--- config.mk ---
export PLATFORM = sky130hd
export DESIGN_NAME = double_port_mem_ext
export DESIGN_NICKNAME = d
export VERILOG_FILES = /design/src/rtl/double_port_mem_ext.sv
export SDC_FILE = /design/constraint.sdc
export NUM_CORES = 2
export LEC_CHECK = 0
export CELL_PAD_IN_SITES_DETAIL_PLACEMENT = 1
export CELL_PAD_IN_SITES_GLOBAL_PLACEMENT = 2
export CORE_MARGIN = 5
export CORE_UTILIZATION = 50
export DETAILED_ROUTE_END_ITERATION = 10
export GPL_TIMING_DRIVEN = 0
export PLACE_DENSITY = 0.76
export SYNTH_ARGS = -nofsm -noshare
export SYNTH_HDL_FRONTEND = slang
export SYNTH_SLANG_ARGS = --single-unit
--- constraint.sdc ---
create_clock -name clk_i -period 3.85 [get_ports clk_i]
set_clock_uncertainty 0.05 [all_clocks]
set_input_delay 0.5775 -clock clk_i [delete_from_list [all_inputs] [get_ports clk_i]]
set_output_delay 0.5775 -clock clk_i [all_outputs]
set_load 0.03 [all_outputs]
--- src/rtl/double_port_mem_ext.sv ---
// Simple dual-port RAM (one write port, one read port) with byte enables.
// After reset it clears itself, then serves reads with 1 + OUT_REG cycles of latency.
module double_port_mem_ext #(
    parameter int DATAW    = 32,
    parameter int SIZE     = 64,
    parameter int OUT_REG  = 0,
    parameter int WR_FIRST = 1,
    parameter int ADDRW    = $clog2(SIZE),
    parameter int BEW      = DATAW / 8
) (
    input  logic             clk_i,
    input  logic             rst_i,
    output logic             init_busy_o,
    input  logic             wr_en_i,
    input  logic [ADDRW-1:0] wr_addr_i,
    input  logic [BEW-1:0]   wr_be_i,
    input  logic [DATAW-1:0] wr_data_i,
    input  logic             rd_en_i,
    input  logic [ADDRW-1:0] rd_addr_i,
    output logic             rd_valid_o,
    output logic [DATAW-1:0] rd_data_o
);

    typedef enum logic {INIT, READY} state_t;

    localparam logic [ADDRW:0]   SIZE_X = (ADDRW + 1)'(SIZE);
    localparam logic [ADDRW-1:0] LAST   = ADDRW'(SIZE - 1);

    state_t           state_q, state_d;
    logic [ADDRW-1:0] cnt_q, cnt_d;
    logic             sweep_we;
    logic             ready;
    logic             wr_ok, rd_ok;
    logic             wr_in_range, rd_in_range;
    logic [DATAW-1:0] rd_word, merged, rd_next;
    logic             v1_q;
    logic [DATAW-1:0] d1_q;

    logic [DATAW-1:0] mem [SIZE];

    // init_busy_o is the FSM state itself: high in INIT, low in READY.
    always_comb begin
        state_d     = state_q;
        cnt_d       = cnt_q;
        sweep_we    = 1'b0;
        init_busy_o = 1'b0;
        case (state_q)
            INIT: begin
                init_busy_o = 1'b1;
                sweep_we    = 1'b1;
                cnt_d       = cnt_q + 1'b1;
                if (cnt_q == LAST) begin
                    state_d = READY;
                    cnt_d   = '0;
                end
            end
            READY: ;
            default: state_d = INIT;
        endcase
    end

    always_ff @(posedge clk_i) begin
        if (rst_i) begin
            state_q <= INIT;
            cnt_q   <= '0;
        end else begin
            state_q <= state_d;
            cnt_q   <= cnt_d;
        end
    end

    // Handshake: rd_en_i is taken on every READY edge with no backpressure; rd_valid_o
    // is a one-cycle pulse 1 + OUT_REG cycles later, and rd_data_o holds between pulses.
    assign ready       = (state_q == READY) && !rst_i;
    assign wr_in_range = ({1'b0, wr_addr_i} < SIZE_X);
    assign rd_in_range = ({1'b0, rd_addr_i} < SIZE_X);
    assign wr_ok       = ready && wr_en_i && wr_in_range;
    assign rd_ok       = ready && rd_en_i;

    always_comb begin
        rd_word = '0;
        if (rd_in_range) rd_word = mem[rd_addr_i];
        merged = rd_word;
        for (int b = 0; b < BEW; b++) begin
            if (wr_be_i[b]) merged[8*b +: 8] = wr_data_i[8*b +: 8];
        end
        rd_next = rd_word;
        if ((WR_FIRST != 0) && wr_ok && (wr_addr_i == rd_addr_i)) rd_next = merged;
    end

    // Sweep writes only in INIT and user writes only in READY, so they never collide.
    always_ff @(posedge clk_i) begin
        if (!rst_i && sweep_we) begin
            mem[cnt_q] <= '0;
        end else if (wr_ok) begin
            for (int b = 0; b < BEW; b++) begin
                if (wr_be_i[b]) mem[wr_addr_i][8*b +: 8] <= wr_data_i[8*b +: 8];
            end
        end
    end

    always_ff @(posedge clk_i) begin
        if (rst_i) begin
            v1_q <= 1'b0;
            d1_q <= '0;
        end else begin
            v1_q <= rd_ok;
            if (rd_ok) d1_q <= rd_next;
        end
    end

    generate
        if (OUT_REG != 0) begin : g_out_reg
            logic             v2_q;
            logic [DATAW-1:0] d2_q;
            always_ff @(posedge clk_i) begin
                if (rst_i) begin
                    v2_q <= 1'b0;
                    d2_q <= '0;
                end else begin
                    v2_q <= v1_q;
                    if (v1_q) d2_q <= d1_q;
                end
            end
            assign rd_valid_o = v2_q;
            assign rd_data_o  = d2_q;
        end else begin : g_no_out_reg
            assign rd_valid_o = v1_q;
            assign rd_data_o  = d1_q;
        end
    endgenerate

endmodule
==> results.ini <==
[die]
die-area_um2 = 172000
core_um2 = 163000
initial_core_util_pct = 50.2
die_h_um = 414
fp-row-count = 148
fp.dieW_um = 414
io_pins = 86

[placed_design]
numPortBuffers = 75
dpl.hpwl_mm = 205
gp_congestion = 0.950

[routing]
avgViaCountPerCell = 7.01
routed_wirelength_mm = 306
drtPass1Iterations = 8
vias = 45619
drt_iter0_drc = 8103
postRouteAntennaNets = 0
drc = 0
wl_per_cell_um = 47.0

[synthesis]
synth_top_area_share_pct = 75.3
synth_cell_types = 69
syn_area_um2 = 81700
avgSynthCellArea_um2 = 21.4
yosys_register_bits = 2088
synth.net_count = 3864
synth_area_leaders = edfxtp_1, mux4_2, mux2i_1, nor2_1, dfxtp_1
synth_edf_count = 2048
syn_inst = 3811
ys_async_sr_fraction_pct = 0
synth_top_area_cell = edfxtp_1
yosys_most_used_dff = edfxtp_1
seq_area_frac_synth_pct = 76.3
ys_warn_count = 0

[worst_setup_path]
critical_path_arrival_ns = 4.86
worstPathRequired_ns = 4.27
cp-startpoint = wr_be_i[2]
startpoint_type = input pin
cp_max_fo = 10
r2r_start = state_q$_SDFF_PP0_
worst_setup_path_end_kind = register
worstSetupPathType = input pin to register

[cts]
root_buffer = clkbuf_16
cts_htree_levels = 4
cts_tree = built
cts_buffers = 208
clk_pin_slew_ns = 0.06
cts_sinks = 2088
clkLatencyLatePin_ns = 0.88
clk_path_buf_depth = 3

[timing]
finalSetupViolCount = 1405
slew_headroom_pct = -11.2
tns_ns = -371.20
rsz0062_at_grt = yes
worst_pin_slew_ns = 1.67
finalCriticalPeriod_ns = 4.43
slew_violations = 73
clock.fmax_ghz = 0.226
hold_viol = 0
fin_crit_sh_pct = 115
layout_setup_ws_ns = -0.583

[layout]
syn_to_final_growth_pct = 15.2
mostFrequentLayoutCells = edfxtp_1, mux4_2, clkbuf_16
final_common_cell = edfxtp_1
fillers = 13738
post-route-util_pct = 57.9
drive_above_1_share_pct = 31.6
layout.nets = 4208

[power_and_ir_drop]
power.density_nw_per_um2 = 510
vdd.ir_drop.worst_mv = 0.498
p_total_mw = 48.0
p_leak_nw = 32.7

[global_routing]
grt_pass1_wl_mm = 406
antenna_found_initial = 26
grt_max_degree = 61
overflow = 0
grt_pass1_vias = 45036
grt.total_usage_pct = 35.5

[status]
violations = max-capacitance violations, max-slew violations, negative setup slack
status = complete, but fails checks

[hold_path]
hold_path.class = input pin to register
hp-start = wr_data_i[5]

[run]
drv_cap = 8

metal layers:
layer | GRT usage [%] | share of wire (%)
met1 | 45.6 | 34
met2 | 52.1 | 44
met3 | 12.6 | 13
met4 | 21.8 | 7.9
met5 | 0 | 0.078
sequential cells by signal, indices dropped and copies added (netlist names):
| name | cells |
|---|---|
| state_q | 1 |
| rd_valid_o | 1 |
| cnt_q | 6 |
| rd_data_o | 32 |
| mem | 2048 |
cells by family (layout without fill, tap and decap cells):
logic type / count (synthesis) / count (layout) / synth area share (%)
flops: 2088 / 2088 / 76.3
simple gates: 556 / 556 / 3.03
other cells: 0 / 8 / 0
xor+xnor: 8 / 8 / 0.0950
mux: 712 / 712 / 17.1
compound gates: 222 / 222 / 1.87
fa+ha+maj: 1 / 1 / 0.0153
buf+inv: 224 / 742 / 1.57
synth_stat cells (all sizes together), types with 6 or more instances:
| cell | instances |
|---|---|
| nand3 | 27 |
| a22oi | 56 |
| nand2 | 98 |
| a211oi | 26 |
| a21oi | 47 |
| nor3 | 19 |
| o211ai | 7 |
| buf | 143 |
| o31ai | 7 |
| clkbuf | 70 |
| inv | 11 |
| mux2 | 20 |
| nand2b | 9 |
| and2 | 43 |
| a31oi | 8 |
| nor4 | 12 |
| edfxtp | 2048 |
| mux4 | 546 |
| o21ai | 26 |
| nor2 | 302 |
| nand4 | 6 |
| dfxtp | 40 |
| nor2b | 17 |
| o22ai | 6 |
| mux2i | 146 |
| xnor2 | 7 |
| and3 | 8 |
power by group:
group / switching, mW / total, mW / internal [mW]
Clock: 9.05 / 20.9 / 11.8
Combinational: 1.72 / 2.45 / 0.728
Sequential: 0.0166 / 24.7 / 24.6
Total: 10.8 / 48.0 / 37.2
critical path: stages:
cell and delay [ns]:
clkdlybuf4s50_1 0.63, o41a_1 0.64, clkbuf_1 0.30, o41ai_2 0.98, nand2_1 0.79, nor2_1 0.91
path summary, 6_finish.rpt:
path | to | slack [ns] | depth (start not counted)
worst max register to register | mem[42][8]$_DFFE_PP_ | -0.52 | 6
worst min register to register | rd_data_o[14]$_SDFFE_PP0P_ | 0.44 | 1
worst max-delay path | mem[42][8]$_DFFE_PP_ | -0.58 | 6
worst min-delay path | rd_data_o[5]$_SDFFE_PP0P_ | 0.30 | 3
stage by stage:
| stage | hold WS (ns) | cells | instance area (um2) | worst slack [ns] |
|---|---|---|---|---|
| finish | 0.296 | 6512 | 94100 | -0.583 |
| detailed placement | 0.431 | 6109 | 86200 | -1.86 |
| global placement | 0.426 | 6061 | 85100 | -2.51 |
| CTS | 0.247 | 6494 | 93700 | -0.461 |
| global route | 0.293 | 6506 | 94100 | -0.400 |
| floorplan | 0.454 | 3811 | 81700 | 0.814 |
timing repair:
item / in CTS / in global routing
gates cloned: 0 / 0
resized for setup: 176 / 111
endpoints found under the hold margin: 0 / 0
hold buffers: 0 / 0
buffers inserted: 1 / 11
endpoints found under the setup margin: 2216 / 1642
pin swaps: 1 / 12
area by class of cell:
type / instances / area, um2 / share of cell area, %
diodes: 8 / 20.0 / 0.0213
plain buffers: 212 / 1330 / 1.41
clock buffers: 256 / 5480 / 5.82
clock inverters: 128 / 1460 / 1.55
inverters: 11 / 41.3 / 0.0439
multi-input cells: 1499 / 18900 / 20.1
flip-flops and latches: 2088 / 62300 / 66.2
well taps: 2175 / 2720 / 2.89
repair buffers: 135 / 1810 / 1.93
Power figures use the tool's default switching activity.
==> RTL change: new RTL, config.mk and constraints unchanged <==
Reset style: asynchronous (`rst_i`), changed in 3 clocked blocks.
--- a/src/rtl/double_port_mem_ext.sv
+++ b/src/rtl/double_port_mem_ext.sv
@@ -60,5 +60,5 @@
     end
 
-    always_ff @(posedge clk_i) begin
+    always_ff @(posedge clk_i or posedge rst_i) begin
         if (rst_i) begin
             state_q <= INIT;
@@ -100,5 +100,5 @@
     end
 
-    always_ff @(posedge clk_i) begin
+    always_ff @(posedge clk_i or posedge rst_i) begin
         if (rst_i) begin
             v1_q <= 1'b0;
@@ -114,5 +114,5 @@
             logic             v2_q;
             logic [DATAW-1:0] d2_q;
-            always_ff @(posedge clk_i) begin
+            always_ff @(posedge clk_i or posedge rst_i) begin
                 if (rst_i) begin
                     v2_q <= 1'b0;
Check against the original RTL: not settled (the Yosys comparison gave no result); the edit may change what the design does.
==> RTL change against the unedited design <==
The run still ends with max-capacitance violations, max-slew violations, negative setup slack left; sequential cell count unchanged; sequential share of layout area shrank 0.37 points; final area grew 0.89%; non-clock buffer count rose by 82; hold slack worse by 23 ps; utilization is 0.58 points higher; total power is 2.5% lower; die area down 0.24%; setup slack improved by 200 ps; critical path depth up 2; routed wire length rose by 0.19%; area after synthesis fell by 0.24%; critical endpoint is now mem[14][0]$_DFFE_PP_.
==> RTL change: results <==
yosys:
  async_flop_share: 0.0192
  synth_compound_area_frac: 0.0223
  yosysUniqueCellTypes: 67
  ys_top_cells_by_count: "edfxtp_1 (2,048), mux4_2 (544), nor2_1 (283)"
  synthMuxAreaShare: 0.164
  synthAdderAreaFrac: 0.000154
drt:
  drtPass1Iterations: 6
  dr_wl_met3_um: 41600
  drt_iter0_markers: 8069
  dr_wl_met2_um: 135000
  drt-wirelength-per-cell_um: 46.6
global_route:
  grt_pass1_vias: 45421
  grt_usage: 0.361
  antenna_found_initial: 16
  grt_pass1_wl_um: 407000
timing:
  worst_slack_ps: -387
  fin_setup_tns_ps: -101390
  setup_violations: 877
  maxSlewViolCount: 22
  worst_pin_slew_ps: 1610
critical_path:
  cp_slowest_cell: "nor2_2"
  arrival_ps: 4700
  cpPeakStageDelay_ps: 820
  reg2reg_depth: 9
cells_and_area:
  finalNetCount: 4279
  fin_cells: 6584
  fillers: 13535
clock_network:
  cts_buffers: 206
  cts_resized: 276
  cts_setup_buffers: 53
run:
  cap_violations: 3
outcome:
  status: "finished with violations"
  failed_checks: "max-capacitance violations, max-slew violations, negative setup slack"
place:
  dp.cells: 6116
  port_buffers: 78
  dp_slack_ps: -2040
  dpl_cell_area_um2: 86000
power_and_ir_drop:
  power_leakage_uw: 0.0252
[RTL change: cell count changes after synthesis, sizes merged, moves of 19 or more]
cell / before / now
clkbuf: 70 / 90
nor2: 302 / 283
dfrtp: 0 / 40
dfxtp: 40 / 0
a21oi: 47 / 74
nand2: 98 / 123
mux2i: 146 / 101
a22oi: 56 / 86
[RTL change: area by class of cell]
cell class                      count  area [um^2]  area share
Buffer                            228         1370      0.0144
Clock buffer                      264         5430      0.0571
Antenna cell                        7         17.5    0.000185
Inverter                            7         32.5    0.000343
Multi-Input combinational cell   1494        19300       0.203
Sequential cell                  2088        62500       0.658
Tap cell                         2175         2720      0.0287
Clock inverter                    120         1250      0.0132
Timing Repair Buffer              201         2360      0.0248
[RTL change: path summary, 6_finish.rpt]
| kind | start | to | slack, ps |
|---|---|---|---|
| max reg2reg | state_q$_DFF_PP0_ | mem[1][3]$_DFFE_PP_ | -210 |
| max | wr_be_i[3] | mem[14][0]$_DFFE_PP_ | -390 |
| max in group asynchronous | rst_i | rd_data_o[30]$_DFFE_PP0P_ | 2890 |
| min reg2reg | rd_data_o[1]$_DFFE_PP0P_ | rd_data_o[1]$_DFFE_PP0P_ | 450 |
| min in group asynchronous | rst_i | rd_data_o[4]$_DFFE_PP0P_ | 300 |
| min | wr_data_i[5] | rd_data_o[5]$_DFFE_PP0P_ | 270 |
[RTL change: routing by layer]
layer	track usage	vias up
met5	0.00287	-
met4	0.232	14
met3	0.123	895
met2	0.524	3877
met1	0.467	24440
li1	-	16783
[RTL change: where the power goes]
| group | total (uW) | switching [uW] | internal (uW) |
|---|---|---|---|
| clock | 20300 | 8990 | 11300 |
| sequential | 24600 | 2.74 | 24600 |
| combinational | 1960 | 1420 | 535 |
